### config.mk
export PLATFORM = sky130hd
export DESIGN_NAME = io_port_responder
export DESIGN_NICKNAME = d
export VERILOG_FILES = /design/src/rtl/io_port_responder.sv
export SDC_FILE = /design/constraint.sdc
export NUM_CORES = 1
export LEC_CHECK = 0
export CORE_UTILIZATION = 30
export DETAILED_ROUTE_END_ITERATION = 10
export PLACE_DENSITY_LB_ADDON = 0.25
export REMOVE_ABC_BUFFERS = 1
export SYNTH_ARGS = -nofsm -noshare
export SYNTH_HDL_FRONTEND = slang
export SYNTH_SLANG_ARGS = --single-unit
### constraint.sdc
create_clock -name clk -period 2.85 [get_ports clk]
set_input_delay 0.7125 -clock clk [delete_from_list [all_inputs] [get_ports clk]]
set_output_delay 0.7125 -clock clk [all_outputs]
set_load 0.01 [all_outputs]
### src/rtl/io_port_responder.sv
// io_port_responder: memory-mapped I/O port for a simple load/store core.
// A 16-byte window at BASE_ADDR holds four word registers:
//   offset 0 OUT    (RW)  drives PortOut
//   offset 1 IN     (RO)  synchronized PortIn, zero-extended
//   offset 2 STATUS (RO)  {16'h0, CNT[7:0], 7'h0, CHG}, cleared by a read
//   offset 3 TIMER  (RW)  free-running cycle counter
// Bus semantics: MemRead and MemWrite are single-cycle strobes qualified by
// Hit. There is no back-pressure. Reads are combinational in the strobe cycle.
// Writes take effect at the clock edge that ends the strobe cycle. With both
// strobes set, the read returns the pre-edge value.
module io_port_responder #(
  parameter logic [31:0] BASE_ADDR = 32'h1001_0040,
  parameter int unsigned IN_WIDTH  = 8
) (
  input  logic                clk,
  input  logic                reset,
  input  logic [31:0]         Address,
  input  logic [31:0]         WriteData,
  input  logic                MemWrite,
  input  logic                MemRead,
  output logic [31:0]         ReadData,
  output logic                Hit,
  input  logic [IN_WIDTH-1:0] PortIn,
  output logic [31:0]         PortOut
);

  localparam logic [1:0] OFF_OUT    = 2'd0;
  localparam logic [1:0] OFF_IN     = 2'd1;
  localparam logic [1:0] OFF_STATUS = 2'd2;
  localparam logic [1:0] OFF_TIMER  = 2'd3;

  logic [1:0]          offset;
  logic                wr_out;
  logic                wr_timer;
  logic                rd_status;
  logic                change;
  logic [31:0]         out_q;
  logic [31:0]         timer_q;
  logic [IN_WIDTH-1:0] s1;
  logic [IN_WIDTH-1:0] s2;
  logic [IN_WIDTH-1:0] prev;
  logic                chg_q;
  logic [7:0]          cnt_q;
  logic [31:0]         in_word;
  logic [31:0]         status_word;
  logic                unused_addr_bits;

  // Byte lanes inside a word are not decoded.
  assign unused_addr_bits = ^Address[1:0];

  assign offset    = Address[3:2];
  assign Hit       = (Address[31:4] == BASE_ADDR[31:4]);
  assign wr_out    = MemWrite & Hit & (offset == OFF_OUT);
  assign wr_timer  = MemWrite & Hit & (offset == OFF_TIMER);
  assign rd_status = MemRead & Hit & (offset == OFF_STATUS);
  assign change    = (s2 != prev);
  assign PortOut   = out_q;

  // Zero-extend the synchronized input and assemble the status word.
  always_comb begin
    in_word                 = '0;
    in_word[IN_WIDTH-1:0]   = s2;
    status_word             = {16'h0000, cnt_q, 7'h00, chg_q};
  end

  // Combinational read mux; reads as zero unless a hitting load is active.
  always_comb begin
    ReadData = '0;
    if (MemRead && Hit) begin
      case (offset)
        OFF_OUT:    ReadData = out_q;
        OFF_IN:     ReadData = in_word;
        OFF_STATUS: ReadData = status_word;
        OFF_TIMER:  ReadData = timer_q;
        default:    ReadData = '0;
      endcase
    end
  end

  // OUT register, loaded only by a hitting store to offset 0.
  always_ff @(posedge clk) begin
    if (reset) begin
      out_q <= '0;
    end else if (wr_out) begin
      out_q <= WriteData;
    end
  end

  // Two-flop synchronizer for PortIn plus the previous-sample register used
  // for change detection.
  always_ff @(posedge clk) begin
    if (reset) begin
      s1   <= '0;
      s2   <= '0;
      prev <= '0;
    end else begin
      s1   <= PortIn;
      s2   <= s1;
      prev <= s2;
    end
  end

  // STATUS: a read clears it, but a change event at the same edge is kept as
  // the first event of the new interval. CNT saturates at 255.
  always_ff @(posedge clk) begin
    if (reset) begin
      chg_q <= 1'b0;
      cnt_q <= 8'd0;
    end else if (rd_status) begin
      chg_q <= change;
      cnt_q <= change ? 8'd1 : 8'd0;
    end else if (change) begin
      chg_q <= 1'b1;
      cnt_q <= (cnt_q == 8'hFF) ? cnt_q : cnt_q + 8'd1;
    end
  end

  // Free-running TIMER. A store overrides that cycle's increment.
  always_ff @(posedge clk) begin
    if (reset) begin
      timer_q <= '0;
    end else if (wr_timer) begin
      timer_q <= WriteData;
    end else begin
      timer_q <= timer_q + 32'd1;
    end
  end

endmodule

After elaboration in Yosys (flattened, before gate mapping)
Cells that the tools add are included.
Word-level totals
  bits in registers: 97
  input port bits: 76
  output and inout bits: 65
Cells by class
  $add $sub $neg: 2
  equality and inequality tests: 7
  muxes and demuxes: 9
  bitwise gates (word level): 5
  reduce and logical (&&, ||, !) cells: 4
Operator list (number)
  32-bit case mux with 4 select lines: 1
  32-bit 2-to-1 mux: 2
  32-bit by 1-bit adder with 32-bit output, second input constant: 1
  28-bit by 25-bit == test with 1-bit output, second input constant: 1
  8-bit 2-to-1 mux: 3
  8-bit by 1-bit adder with 8-bit output, second input constant: 1
  8-bit == test, second input constant: 1
  8-bit inequality test: 1
  1-bit AND: 5
  2-bit == test, second input constant: 2
  1-bit 2-to-1 mux: 3
  2-bit by 1-bit == test with 1-bit output, second input constant: 1
  2-bit logical NOT: 1
  2-bit inequality test, second input constant: 1
  2-bit AND reduction: 1
  2-bit nonzero test: 1
  1-bit logical AND: 1

Logic depth before layout (Yosys ltp)
  depth in word-level cells: 5
  depth in mapped cells: 8
  depth with buffers taken out: 6

Worst setup path before layout
OpenSTA, ideal clock, no wires.
  path type: input to output
  from: input port Address[27]
  to: output port ReadData[10]
  data arrival time: 2.190 ns
  setup slack: -0.053 ns
  stages: 6
  path through: or4b_4 -> nand3b_4 -> nor2_2 -> nand2_1 -> clkbuf_1 -> nor2_1
On the way
  word-level cells in the longest chain between the ends: 3
Ends and longest elaborated chain
  from (decl): RTL line 17  | input logic [31:0] Address,
  28-bit by 25-bit == test with 1-bit output: RTL line 52  | assign Hit = (Address[31:4] == BASE_ADDR[31:4]);
  named net Hit: RTL line 22  | output logic Hit,
  1-bit logical AND: RTL line 69  | if (MemRead && Hit) begin
  32-bit 2-to-1 mux: RTL line 69
  to (decl): RTL line 21  | output logic [31:0] ReadData,
The timed path passes the listed nets, and every way through them passes these cells.

Worst setup path in the final report
  from: input port Address[29]
  to: output port ReadData[16]
On the way
  word-level cells in the longest chain between the ends: 3
Ends and longest elaborated chain (RTL line)
  28-bit by 25-bit == test with 1-bit output: 52
  1-bit logical AND: 69
  32-bit 2-to-1 mux: 69
No other way between the ends.

==> results.sh <==
export IMPL_ys_seq_area_share_pct=41.7
export IMPL_clkLatencyLatePin_ns=0.35
export IMPL_cts_root_buffer="clkbuf_16"
export IMPL_grt_busiest_layer="met2"
export IMPL_die_w_um=127
export IMPL_async_reset_ff_share_pct=0
export IMPL_regToRegSetupSlack_ns=0.63
export IMPL_dpl_hpwl_mm=9.63
export IMPL_port_buffers=138
export IMPL_wirelength_mm=15.0
export IMPL_min_delay_path_depth=1
export IMPL_gr_total_overflow=0
export IMPL_ant_nets=0
export IMPL_die_area_um2=16000
export IMPL_synth_edf_count=0
export IMPL_grt_met1_usage_pct=23.9
export IMPL_die_y_um=127
export IMPL_antenna_found_initial=0
export IMPL_power_frac_clock_pct=41.1
export IMPL_routedWlPerCell_um=16.8
export IMPL_numPlacedInstances=852
export IMPL_p_per_area_nw_per_um2=388
export IMPL_nets=774
export IMPL_critPathCaptureType="primary output"
export IMPL_instances_no_fill=889
export IMPL_path_clk_slew_ns=0.07
export IMPL_finish_utilization_pct=48.6
export IMPL_pwr_share_comb_pct=10.1
export IMPL_ys_warn_count=0
export IMPL_r2r_start="timer_q[4]"
export IMPL_ios=141
export IMPL_min_period_ns=3.04
export IMPL_grt_met2_usage_pct=30.6
export IMPL_worst_slew_pin_slew_ns=0.890
export IMPL_hold_violations=0
export IMPL_reg2reg_depth=5
export IMPL_p_int_mw=2.16
export IMPL_maxSlewHeadroom_pct=40.7
export IMPL_final_setup_worst_slack_ns=-0.188
export IMPL_r2r_end="timer_q[15]"
export IMPL_synthFlopType="dfxtp_1"
export IMPL_cts_buffers=9
export IMPL_synthCells=523
export IMPL_cts_sinks=97
export IMPL_worstPathRequired_ns=2.14
export IMPL_fin_hold_ws_ns=0.438
export IMPL_power_switching_mw=0.708
export IMPL_path_class="in2out"
export IMPL_violations="negative setup slack"
export IMPL_dr_pass1_iters=4
export IMPL_ys_ff_latch=97
export IMPL_drc=0
export IMPL_insertedDiodeCount=0
export IMPL_placed_area_um2=6460
export IMPL_vdd_drop_max_mv=0.262
export IMPL_start_util_pct=30.7
export IMPL_worst_path_max_fanout=7
export IMPL_rows=45
export IMPL_grt_pass1_vias=4284
export IMPL_swShare_pct=24.7
export IMPL_worstSetupStartpoint="Address[29]"
export IMPL_cts_buffer_depth=2
export IMPL_ys_types=44
export IMPL_syn_cell_area_um2=4660
export IMPL_drv_cap=0
export IMPL_maxSlewViolCount=0
export IMPL_grt_pass1_wl_mm=22.8
export IMPL_hold_class="reg2reg"
export IMPL_startpoint_type="primary input"
export IMPL_vias_per_cell=5.06
export IMPL_hold_start="s1[4]"
export IMPL_cts_tree="built"
export IMPL_skew_ns=0.0123
export IMPL_status="complete, but fails checks"
export IMPL_htreeDepth=3
export IMPL_fmax_mhz=329
export IMPL_worstPathArrival_ns=2.33
export IMPL_rsz0062_at_grt="true"
export IMPL_core_area_um2=15200
export IMPL_track_usage_pct=18.5
export IMPL_met3_usage_pct=3.54
export IMPL_holdBufCountCts=0
export IMPL_worstHoldEndpoint="s2[4]"
export IMPL_syn_to_final_growth_pct=58.6
export IMPL_place_gp_congestion=0.811
export IMPL_fin_area_um2=7390
export IMPL_vias=4494
export IMPL_drive_above_1_share_pct=25.8
export IMPL_min_period_over_period_pct=107
export IMPL_p_leak_nw=2.68
export IMPL_finalSetupViolCount=33
export IMPL_seq_power_share_pct=48.8
export IMPL_drt_iter0_drc=199
export IMPL_syn_avg_cell_area_um2=8.91
export IMPL_grt_max_degree=84
metrics by stage:
stage	worst slack [ns]	setup TNS [ns]	power (mW)
after global routing	-0.230	-4.97	2.98
final	-0.188	-3.55	2.87
after detailed placement	-0.764	-34.21	1.71
after global placement	-0.713	-32.26	1.70
after CTS	-0.151	-2.27	2.90
after floorplan	-0.790	-34.67	1.51
area by class of cell:
class	instances	area, um^2
Clock buffer	10	239
Clock inverter	6	48.8
Fill cell	1452	7810
Inverter	5	18.8
Multi-Input combinational cell	390	2900
Sequential cell	97	1940
Tap cell	188	235
Timing Repair Buffer	193	2010
how the worst max path moves through the flow:
stage | endpoint | slack (ns)
global placement | ReadData[30] | -0.71
CTS | ReadData[28] | -0.15
detailed placement | ReadData[30] | -0.76
floorplan | PortOut[0] | -0.79
global route | ReadData[16] | -0.23
finish | ReadData[16] | -0.19
critical path, stage by stage:
cell,delay [ns]
buf_6,0.09
or4b_4,0.53
nand3b_4,0.19
nor2_4,0.18
nand2_8,0.12
buf_12,0.18
buf_6,0.12
nor2_4,0.10
buf_6,0.10
layout by cell type (no fill, tap or decap), types with 10 or more instances in the layout:
cell type        netlist  layout
a21oi_1               19      14
nor2_4                 0      30
clkdlybuf4s50_1        0      75
nand3_1               18      18
a211oi_1              28      28
nor2_1               107      75
a22oi_2                0      10
buf_6                  3      40
nor2b_1               24      24
dfxtp_1               97      97
nand4_1               10      10
mux2i_1               40      40
xor2_1                31      31
dlygate4sd2_1          0      14
xnor2_1               10      10
a22oi_1               24      14
buf_4                  0      32
nand2_1               18      17
metal layers:
layer	vias up	share of wire [%]
met2	119	48
met5	-	0
met3	18	4.0
met1	2156	46
met4	0	1.4
li1	2201	-
flip-flops by register name, indices dropped and copies added (netlist names):
name and count:
timer_q 32, prev 8, s2 8, cnt_q 8, PortOut 32, chg_q 1
s1 8
cell usage after synthesis, types with 6 or more instances:
| cell type | number | area share (%) |
|---|---|---|
| a211oi_1 | 28 | 4.5 |
| a21oi_1 | 19 | 2.0 |
| a22oi_1 | 24 | 3.9 |
| clkbuf_1 | 23 | 1.9 |
| dfxtp_1 | 97 | 42 |
| mux2_2 | 6 | 1.4 |
| mux2i_1 | 40 | 8.6 |
| nand2_1 | 18 | 1.4 |
| nand3_1 | 18 | 1.9 |
| nand4_1 | 10 | 1.3 |
| nor2_1 | 107 | 8.6 |
| nor2b_1 | 24 | 3.2 |
| nor4_1 | 6 | 0.81 |
| xnor2_1 | 10 | 1.9 |
| xor2_1 | 31 | 5.8 |
logic make-up after synthesis:
logic type,share of synthesized area (%)
xor gates and xnor gates,7.70
muxes,10.5
AOI/OAI and AO/OA,12.7
DFF,41.7
and+or+nand+nor,23.4
buffers and inverters,3.46
adders and majority gates,0.537
power by group through the flow:
stage,clock network (mW),registers (mW),logic [mW]
floorplan,0,1.43,0.0819
global placement,0,1.43,0.275
detailed placement,0,1.43,0.277
CTS,1.22,1.40,0.285
global route,1.27,1.40,0.313
finish,1.18,1.40,0.291
timing repair:
| item | in CTS | in global routing |
|---|---|---|
| setup buffers | 13 | 4 |
| endpoints found under the setup margin | 33 | 33 |
| cloned | 4 | 0 |
| resized for setup | 244 | 65 |
| pin swaps | 36 | 11 |
No activity file was read; power rests on OpenSTA's default activity.
